`src/rtl/vc_out_arbiter.sv`:
```
// Output arbiter for a router port. Picks one of N_VC head-of-queue flits round-robin,
// holds the grant for a whole multi-flit packet, and registers the winner with its VC id.
module vc_out_arbiter #(
  parameter int N_VC   = 3,
  parameter int FLIT_W = 34,
  parameter int VC_W   = 2
) (
  input  logic                     clk,
  input  logic                     arst,
  input  logic [N_VC*FLIT_W-1:0]   fdata_i,
  input  logic [N_VC-1:0]          valid_i,
  output logic [N_VC-1:0]          ready_o,
  output logic [FLIT_W-1:0]        fdata_o,
  output logic                     valid_o,
  input  logic                     ready_i,
  output logic [VC_W-1:0]          vc_id_o,
  output logic                     err_o
);

  localparam logic [1:0]      TYPE_HEAD = 2'b00;
  localparam logic [1:0]      TYPE_TAIL = 2'b11;
  localparam logic [VC_W-1:0] RR_INIT   = VC_W'(N_VC - 1);

  typedef enum logic {IDLE, LOCKED} state_t;

  state_t            state, state_next;
  logic [VC_W-1:0]   lock_vc, lock_vc_next;
  logic [VC_W-1:0]   rr_ptr, rr_ptr_next;
  logic [VC_W-1:0]   grant;
  logic [VC_W-1:0]   idx;
  logic              grant_valid;
  logic              load;
  logic              xfer;
  logic              err_next;
  logic [FLIT_W-1:0] flit;
  logic [1:0]        flit_type;
  logic              size_nonzero;

  assign load = !valid_o || ready_i;

  // Candidate selection: the locked VC only, otherwise the first valid VC after rr_ptr.
  always_comb begin
    // NOTE: every variable gets a default before any branch, so no path can infer a latch.
    grant       = rr_ptr;
    grant_valid = 1'b0;
    idx         = '0;
    if (state == LOCKED) begin
      grant       = lock_vc;
      grant_valid = valid_i[lock_vc];
    end else begin
      for (int i = 1; i <= N_VC; i++) begin
        idx = VC_W'((int'(rr_ptr) + i) % N_VC);
        if (!grant_valid && valid_i[idx]) begin
          grant       = idx;
          grant_valid = 1'b1;
        end
      end
    end
  end

  assign xfer         = grant_valid && load && !arst;
  assign flit         = fdata_i[int'(grant)*FLIT_W +: FLIT_W];
  assign flit_type    = flit[FLIT_W-1 -: 2];
  assign size_nonzero = |flit[29:22];

  // State register.
  always_ff @(posedge clk) begin
    // NOTE: clocked state uses non-blocking assignments so every register samples pre-edge values.
    if (arst) begin
      state   <= IDLE;
      lock_vc <= '0;
      rr_ptr  <= RR_INIT;
      err_o   <= 1'b0;
    end else begin
      state   <= state_next;
      lock_vc <= lock_vc_next;
      rr_ptr  <= rr_ptr_next;
      err_o   <= err_next;
    end
  end

  // Next-state logic.
  always_comb begin
    state_next   = state;
    lock_vc_next = lock_vc;
    rr_ptr_next  = rr_ptr;
    if (xfer) begin
      unique case (state)
        IDLE: begin
          rr_ptr_next = grant;
          if (flit_type == TYPE_HEAD && size_nonzero) begin
            state_next   = LOCKED;
            lock_vc_next = grant;
          end
        end
        LOCKED: begin
          // A stray head restarts the packet on the same VC.
          if (flit_type == TYPE_TAIL)
            state_next = IDLE;
          else if (flit_type == TYPE_HEAD)
            state_next = size_nonzero ? LOCKED : IDLE;
        end
        default: state_next = IDLE;
      endcase
    end
  end

  // Output logic: pop strobe and protocol error detection.
  always_comb begin
    ready_o  = '0;
    err_next = 1'b0;
    if (xfer) begin
      ready_o[grant] = 1'b1;
      if (state == IDLE)
        err_next = (flit_type != TYPE_HEAD);
      else
        err_next = (flit_type == TYPE_HEAD);
    end
  end

  // One-entry output register.
  always_ff @(posedge clk) begin
    // NOTE: the payload register is reset only because the link must show an all-zero flit after reset.
    if (arst) begin
      valid_o <= 1'b0;
      fdata_o <= '0;
      vc_id_o <= '0;
    end else if (xfer) begin
      valid_o <= 1'b1;
      fdata_o <= flit;
      vc_id_o <= grant;
    end else if (ready_i) begin
      valid_o <= 1'b0;
    end
  end

endmodule

```
`config.mk`:
```
export PLATFORM = sky130hd
export DESIGN_NAME = vc_out_arbiter
export DESIGN_NICKNAME = d
export VERILOG_FILES = /design/src/rtl/vc_out_arbiter.sv
export SDC_FILE = /design/constraint.sdc
export NUM_CORES = 1
export LEC_CHECK = 0
export ABC_AREA = 0
export ABC_CLOCK_PERIOD_IN_PS = 3200
export BUFFER_PORTS_ARGS = -buffer_cell sky130_fd_sc_hd__buf_2
export CORE_UTILIZATION = 46
export CTS_BUF_LIST = sky130_fd_sc_hd__clkbuf_16
export CTS_CLUSTER_DIAMETER = 150
export CTS_CLUSTER_SIZE = 25
export DETAILED_ROUTE_END_ITERATION = 6
export PLACE_DENSITY = 0.79
export SETUP_SLACK_MARGIN = 0.4
export SLEW_MARGIN = 20
export SYNTH_ARGS = -nofsm -noshare
export SYNTH_HDL_FRONTEND = slang
export SYNTH_SLANG_ARGS = --single-unit
```
`constraint.sdc`:
```
create_clock -name clk -period 3.2 [get_ports clk]
set_input_delay 0.32 -clock clk [delete_from_list [all_inputs] [get_ports clk]]
set_output_delay 0.32 -clock clk [all_outputs]
set_load 0.05 [all_outputs]
```
==> results of run 1 <==
worst paths after layout:
check / startpoint / to / slack, ns / cells past startpoint
worst min-delay path: fdata_i[81] / fdata_o[13]$_SDFFE_PP0P_ / 0.27 / 3
worst max register to register: rr_ptr[1]$_SDFFE_PP1P_ / fdata_o[5]$_SDFFE_PP0P_ / 0.43 / 12
worst max-delay path: rr_ptr[1]$_SDFFE_PP1P_ / ready_o[0] / 0.42 / 10
worst min register to register: vc_id_o[1]$_SDFFE_PP0P_ / vc_id_o[1]$_SDFFE_PP0P_ / 0.48 / 2
flip-flops by register name, indices dropped and copies added, names as in the netlist:
signal	count
fdata_o	34
lock_vc	2
rr_ptr	2
vc_id_o	2
err_o	1
state	1
valid_o	1
per-layer routing:
layer	wire, um	share of wire	track usage	vias to the layer above
li1	-	-	-	1431
met4	368	0.040	0.1143	0
met5	0	0	0	-
met3	764	0.083	0.04773	41
met2	4669	0.51	0.4483	207
met1	3413	0.37	0.3155	1483
cell type report:
type	instances	area, um^2	area share
clock buffer	5	125.1	0.03046
sequential	43	868.3	0.2114
tap	75	93.84	0.02284
multi-input combinational	210	1928	0.4694
inverter	8	35.03	0.008529
clock inverter	3	42.54	0.01036
timing repair buffer	176	1015	0.2470
critical path, stage by stage (launching register included):
cell and delay, ns:
sky130_fd_sc_hd__dfxtp_4 0.38, sky130_fd_sc_hd__inv_2 0.09, sky130_fd_sc_hd__ha_4 0.20, sky130_fd_sc_hd__buf_6 0.16, sky130_fd_sc_hd__nand3b_1 0.26, sky130_fd_sc_hd__o21ai_4 0.14
sky130_fd_sc_hd__a2111oi_4 0.28, sky130_fd_sc_hd__a2bb2oi_4 0.12, sky130_fd_sc_hd__buf_8 0.18, sky130_fd_sc_hd__and3_1 0.19, sky130_fd_sc_hd__buf_4 0.18
where the power goes:
group	leakage, nW	internal [mW]	switching [mW]
combinational	1.51	1.38	2.06
clock	0.0818	0.368	0.208
sequential	0.354	0.760	0.141
metrics by stage:
step,utilization,power (mW)
finish,0.6938,4.915
global route,0.6938,5.157
CTS,0.6583,4.509
detailed placement,0.6105,3.780
global placement,0.6105,3.740
floorplan,-,3.204
synth_stat cells, drive strengths merged (2+ instances only):
cell type,instances,area (um^2)
nand3b,5,37.54
mux2,35,457.9
and3,2,12.51
nor2b,3,18.77
ha,4,50.05
or4,4,30.03
dfxtp,43,860.8
nand2,6,22.52
nor2,46,175.2
a222oi,24,240.2
mux2i,10,112.6
nand2b,3,18.77
o21ai,8,47.55
nor4b,2,17.52
clkbuf,7,26.28
a22o,2,17.52
a21oi,2,10.01
and2,2,12.51
nor4,3,18.77
nor3,12,60.06
o41ai,2,32.53
o22ai,2,18.77
a221oi,14,178.9
o211ai,3,22.52
xnor2,2,17.52
inv,8,30.03
buf,20,153.9
cell families (layout without fill, tap and decap cells):
logic type / Yosys count / count (layout)
AOI/OAI and AO/OA: 67 / 67
xor gates and xnor gates: 3 / 3
adders and majority gates: 4 / 4
buffers and inverters: 35 / 192
DFF: 43 / 43
muxes: 45 / 45
and+or+nand+nor: 91 / 91
timing repair:
action,in CTS,in global routing
gates cloned,0,1
endpoints found under the setup margin,40,36
pin swaps,3,33
gates resized for setup,22,24
setup buffers,3,11
==> impl_metrics.csv, run 1 <==
group,metric,value,unit
synthesis,syn_avg_cell_area,9.836,um^2
power_and_ir_drop,power.ir.vdd_worst,0.7064,mV
hold_path,worst_hold_path_type,"input pin to flip-flop",
place,pre_cts_slack,0.2363,ns
place,dpl_cell_area,0.003615,mm^2
finish,area_growth,45.01,%
run_status,outcome,"complete, but fails checks",
cts,holdBufCountCts,0,
synthesis,dominant_combinational_cell_family_by_area_after_synthesis,"compound AO/OA/AOI/OAI gates",
drt,via_to_cell_ratio,6.081,
sta,fin_crit,2.782,ns
cts,cts_made_buffers,5,
drt,detail-route-antenna-nets,0,
drt,num_vias,3162,
floorplan,floorplan.initialDensity,0.4784,
setup_path,cp_data_arrival_time,2.46,ns
floorplan,die_area,0.006476,mm^2
cts,clk-insertion-delay-late,0.28,ns
sta,clock-skew-final,0.004592,ns
drt,drt_first_iter_violations,345,
finish,fillerInstances,444,
synthesis,number_of_enable_flip_flop_cells_after_synthesis,0,
finish,layout.cells.most_common_list,"145 x sky130_fd_sc_hd__buf_2, 45 x sky130_fd_sc_hd__nor2_1, 41 x sky130_fd_sc_hd__dfxtp_1",
setup_path,end_kind,"output pin",
finish,antenna_cells,0,
floorplan,floorplan.rows,28,
setup_path,crit_fanout,17,
floorplan,die-width,80.48,um
cts,cts.htree.levels,2,
synthesis,synth.mux.area_fraction,0.2014,
power_and_ir_drop,power-per-cell-area,1196,mW/mm^2
finish,drive_gt1_frac,0.5640,
finish,layout.cell_area.non_filler,0.004108,mm^2
global_route,grt_start_max_net_pins,43,
synthesis,synth_compound_area_frac,0.2354,
synthesis,synthDistinctLibCells,52,
floorplan,io_pins,149,
flow_run,max-cap-violations,0,
synthesis,synthArstFlopShare,0,
synthesis,synth.ff_latch_count,43,
drt,avg_wl_per_cell,17.72,um
floorplan,core_region_area,0.005921,mm^2
run_status,failing_checks,"design-rule violations",
cts,cts_tree,"done",
place,dp.cells,497,
setup_path,endpoint_required_time_on_the_critical_path,2.88,ns
sta,timing.setup.tns,0,ns
synthesis,synth-seq-area-share,0.3039,
sta,timing_max_transition_violations_final,0,
sta,timing.final.crit_share,0.8693,
finish,finalNonFillerCells,520,
sta,rsz_0062_raised_after_global_routing,"true",
sta,relSlewSlack,0.7067,
place,dp_hpwl,6.237,mm
synthesis,post_synth_inst_count,288,
cts,path_clk_slew,0.06,ns
synthesis,post_synth_instance_area,0.002833,mm^2
cts,clk_root_buffer_cell,"sky130_fd_sc_hd__clkbuf_16",
synthesis,synth-main-ff-cell,"sky130_fd_sc_hd__dfxtp_1",
power_and_ir_drop,cellLeakagePower,1.951,nW
cts,clock_path_buffers,2,
global_route,initial_antenna_violation_count,0,
setup_path,setup.worst_path.class,"flip-flop to output pin",
sta,max_slew.worst_pin.slew,0.4399,ns
place,port-buffer-count,148,
sta,final.setup.worst_slack,0.4182,ns
setup_path,setup.worst_path.start_class,"flip-flop",
cts,clock-sinks,43,
drt,finalWirelength,9.215,mm
synthesis,yosys.area_share.adder,0.01767,
sta,hold_viol_final,0,
drt,post-route-drc-count,6,
finish,num-nets-final,556,
synthesis,synth_simple_gate_area_frac,0.1581,
sta,fmaxAchievable,0.3595,GHz
global_route,grt_first_pass_wirelength,13.12,mm
finish,mostFrequentLayoutCell,"sky130_fd_sc_hd__buf_2",
synthesis,mappedNetlistNets,400,
sta,timing.final.setup_violations,0,
sta,hold_slack,0.2749,ns
synthesis,synthXorXnorAreaFrac,0.009276,
place,globalplace.congestion,0.9382,
global_route,gr-total-overflow,0,
global_route,via_count_of_the_first_global_routing_pass,2892,
global_route,grt_usage,0.2613,
floorplan,die_h,80.48,um
drt,drt_pass1_iterations,7,
synthesis,yosys_warnings,0,
No activity file was read; power rests on OpenSTA's default activity.
==> run 2: changes to the inputs <==
CORE_MARGIN = 4   (was not set)
==> run 2 against run 1 <==
Non-clock buffer count rose by 5. First-iteration DRC count fell by 14%. Highest routed layer unchanged. Die area rose by 15%. The flow now finishes without violations. Critical path depth fell by 1. Critical path type unchanged. Maximum frequency rose by 1.4%. Routed wire length rose by 1.5%. Flip-flop and latch count did not move. Largest power group unchanged. Count of clock-buffer cells in the layout did not move. Cell count rose by 0.96%.
==> impl_metrics.csv, run 2 (synthesis gave the netlist of run 1 again) <==
group,metric,value,unit
drt,post-route-drc-count,0,
finish,final-seq-area,863.3,um^2
run_status,outcome,"complete, no violations",
floorplan,die-width,86.48,um
finish,antenna_cells,0,
setup_path,endpoint_required_time_on_the_critical_path,2.88,ns
cts,cts_made_buffers,5,
finish,drive_gt1_frac,0.5622,
global_route,grt.met3_usage,0.04943,
floorplan,die_h,86.48,um
finish,registers.top_by_ff_count,"fdata_o",
floorplan,floorplan.rows,28,
global_route,via_count_of_the_first_global_routing_pass,3045,
place,port-buffer-count,148,
cts,path_clk_slew,0.06,ns
setup_path,cp_data_arrival_time,2.42,ns
cts,clock_path_buffers,2,
setup_path,setup.worst_path.start_class,"flip-flop",
power_and_ir_drop,power-per-cell-area,1193,mW/mm^2
finish,area_growth,45.27,%
place,dp_hpwl,6.446,mm
power_and_ir_drop,power,4.908,mW
finish,mostFrequentLayoutCell,"sky130_fd_sc_hd__buf_2",
flow_run,max-cap-violations,0,
sta,rsz_0062_raised_after_global_routing,"false",
place,dp.cells,495,
setup_path,end_kind,"output pin",
sta,timing.final.crit_share,0.8575,
global_route,grt_first_pass_wirelength,13.93,mm
hold_path,worst_hold_path_type,"input pin to flip-flop",
drt,drt_first_iter_violations,297,
sta,timing_max_transition_violations_final,0,
sta,fin_crit,2.744,ns
sta,clock-skew-final,0.002446,ns
global_route,busiest_layer,"met2",
floorplan,floorplan.initialDensity,0.4756,
cts,clk_root_buffer_cell,"sky130_fd_sc_hd__clkbuf_16",
sta,timing.setup.tns,0,ns
global_route,grt_usage,0.2289,
finish,num-nets-final,561,
sta,relSlewSlack,0.7043,
drt,num_vias,3098,
floorplan,die_area,0.007478,mm^2
cts,cts_tree,"done",
drt,drt_pass1_iterations,6,
global_route,met2_use_gr,0.3992,
cts,holdBufCountCts,0,
finish,finalNonFillerCells,525,
global_route,initial_antenna_violation_count,0,
sta,timing.final.setup_violations,0,
finish,layout.cells.most_common_list,"146 x sky130_fd_sc_hd__buf_2, 44 x sky130_fd_sc_hd__nor2_1, 41 x sky130_fd_sc_hd__dfxtp_1",
global_route,gr-total-overflow,0,
finish,multi_input_comb_area,0.001928,mm^2
global_route,grt_start_max_net_pins,43,
cts,clk-insertion-delay-late,0.28,ns
sta,hold_viol_final,0,
drt,avg_wl_per_cell,17.81,um
setup_path,crit_fanout,6,
sta,hold_slack,0.2834,ns
power_and_ir_drop,power.ir.vdd_worst,0.6705,mV
drt,via_to_cell_ratio,5.901,
finish,fillerInstances,444,
finish,largest_register_ff_count,34,
power_and_ir_drop,cellLeakagePower,1.957,nW
floorplan,io_pins,149,
global_route,grtUsageMet1,0.2845,
sta,max_slew.worst_pin.slew,0.4374,ns
setup_path,setup.worst_path.class,"flip-flop to output pin",
cts,cts.htree.levels,2,
place,globalplace.congestion,0.8902,
cts,clock-sinks,43,
drt,finalWirelength,9.352,mm
sta,fmaxAchievable,0.3644,GHz
drt,detail-route-antenna-nets,0,
floorplan,core_region_area,0.005956,mm^2
==> run 2: cell count changes in the layout (fill, tap and decap cells not counted), moves of 2 or more <==
| cell | change |
|---|---|
| sky130_fd_sc_hd__buf_4 | +5 |
| sky130_fd_sc_hd__buf_12 | +3 |
| sky130_fd_sc_hd__buf_6 | -2 |
| sky130_fd_sc_hd__clkinvlp_4 | +2 |
| sky130_fd_sc_hd__dfxtp_2 | +2 |
| sky130_fd_sc_hd__dfxtp_4 | -2 |
| sky130_fd_sc_hd__inv_6 | -2 |
| sky130_fd_sc_hd__nor2_2 | +2 |
==> run 2: per-stage QoR <==
stage | utilization | instance area, um^2 | setup WS (ns)
2_1_floorplan | - | 2833 | 0.4310
3_3_place_gp | 0.6044 | 3600 | 0.3473
3_5_place_dp | 0.6044 | 3600 | 0.2295
4_1_cts | 0.6481 | 3860 | 0.4092
5_1_grt | 0.6910 | 4115 | 0.3538
6_report | 0.6910 | 4115 | 0.4559
==> run 2: layout make-up <==
class / instances / area share
Multi-Input combinational cell: 210 / 0.4685
Timing Repair Buffer: 181 / 0.2563
Sequential cell: 43 / 0.2098
Clock buffer: 5 / 0.03040
Tap cell: 75 / 0.02280
Inverter: 8 / 0.008209
Clock inverter: 3 / 0.003953
==> run 2: critical path, cell delays in order, from the launching register on <==
cell	delay, ns
sky130_fd_sc_hd__dfxtp_2	0.38
sky130_fd_sc_hd__inv_2	0.08
sky130_fd_sc_hd__ha_4	0.33
sky130_fd_sc_hd__nand3b_1	0.19
sky130_fd_sc_hd__buf_4	0.20
sky130_fd_sc_hd__a221oi_4	0.29
sky130_fd_sc_hd__o22ai_4	0.15
sky130_fd_sc_hd__and2_4	0.19
sky130_fd_sc_hd__and2_1	0.14
sky130_fd_sc_hd__buf_4	0.19
==> run 2: final timing paths <==
kind	cells after the start	end	startpoint	slack, ns
max	9	ready_o[1]	rr_ptr[0]$_SDFFE_PP0P_	0.46
min	3	fdata_o[12]$_SDFFE_PP0P_	fdata_i[80]	0.28
max reg2reg	11	fdata_o[21]$_SDFFE_PP0P_	rr_ptr[1]$_SDFFE_PP1P_	0.50
min reg2reg	2	fdata_o[29]$_SDFFE_PP0P_	fdata_o[29]$_SDFFE_PP0P_	0.49
==> run 2: routing by layer <==
layer  routed length, um  vias to the layer above
met5                   0                        -
met4                 139                        0
met3                 824                       12
met2                4813                      177
met1                3575                     1471
li1                    -                     1438
==> run 2: what timing repair did <==
item	4_1_cts	5_1_grt
endpoints found under the setup margin	28	24
pin swaps	3	9
resized for setup	18	19
buffers inserted	4	18
==> run 2: power breakdown <==
group | switching (mW) | internal (mW) | total (mW)
Clock | 0.205 | 0.285 | 0.490
Combinational | 2.08 | 1.44 | 3.52
Sequential | 0.140 | 0.757 | 0.897
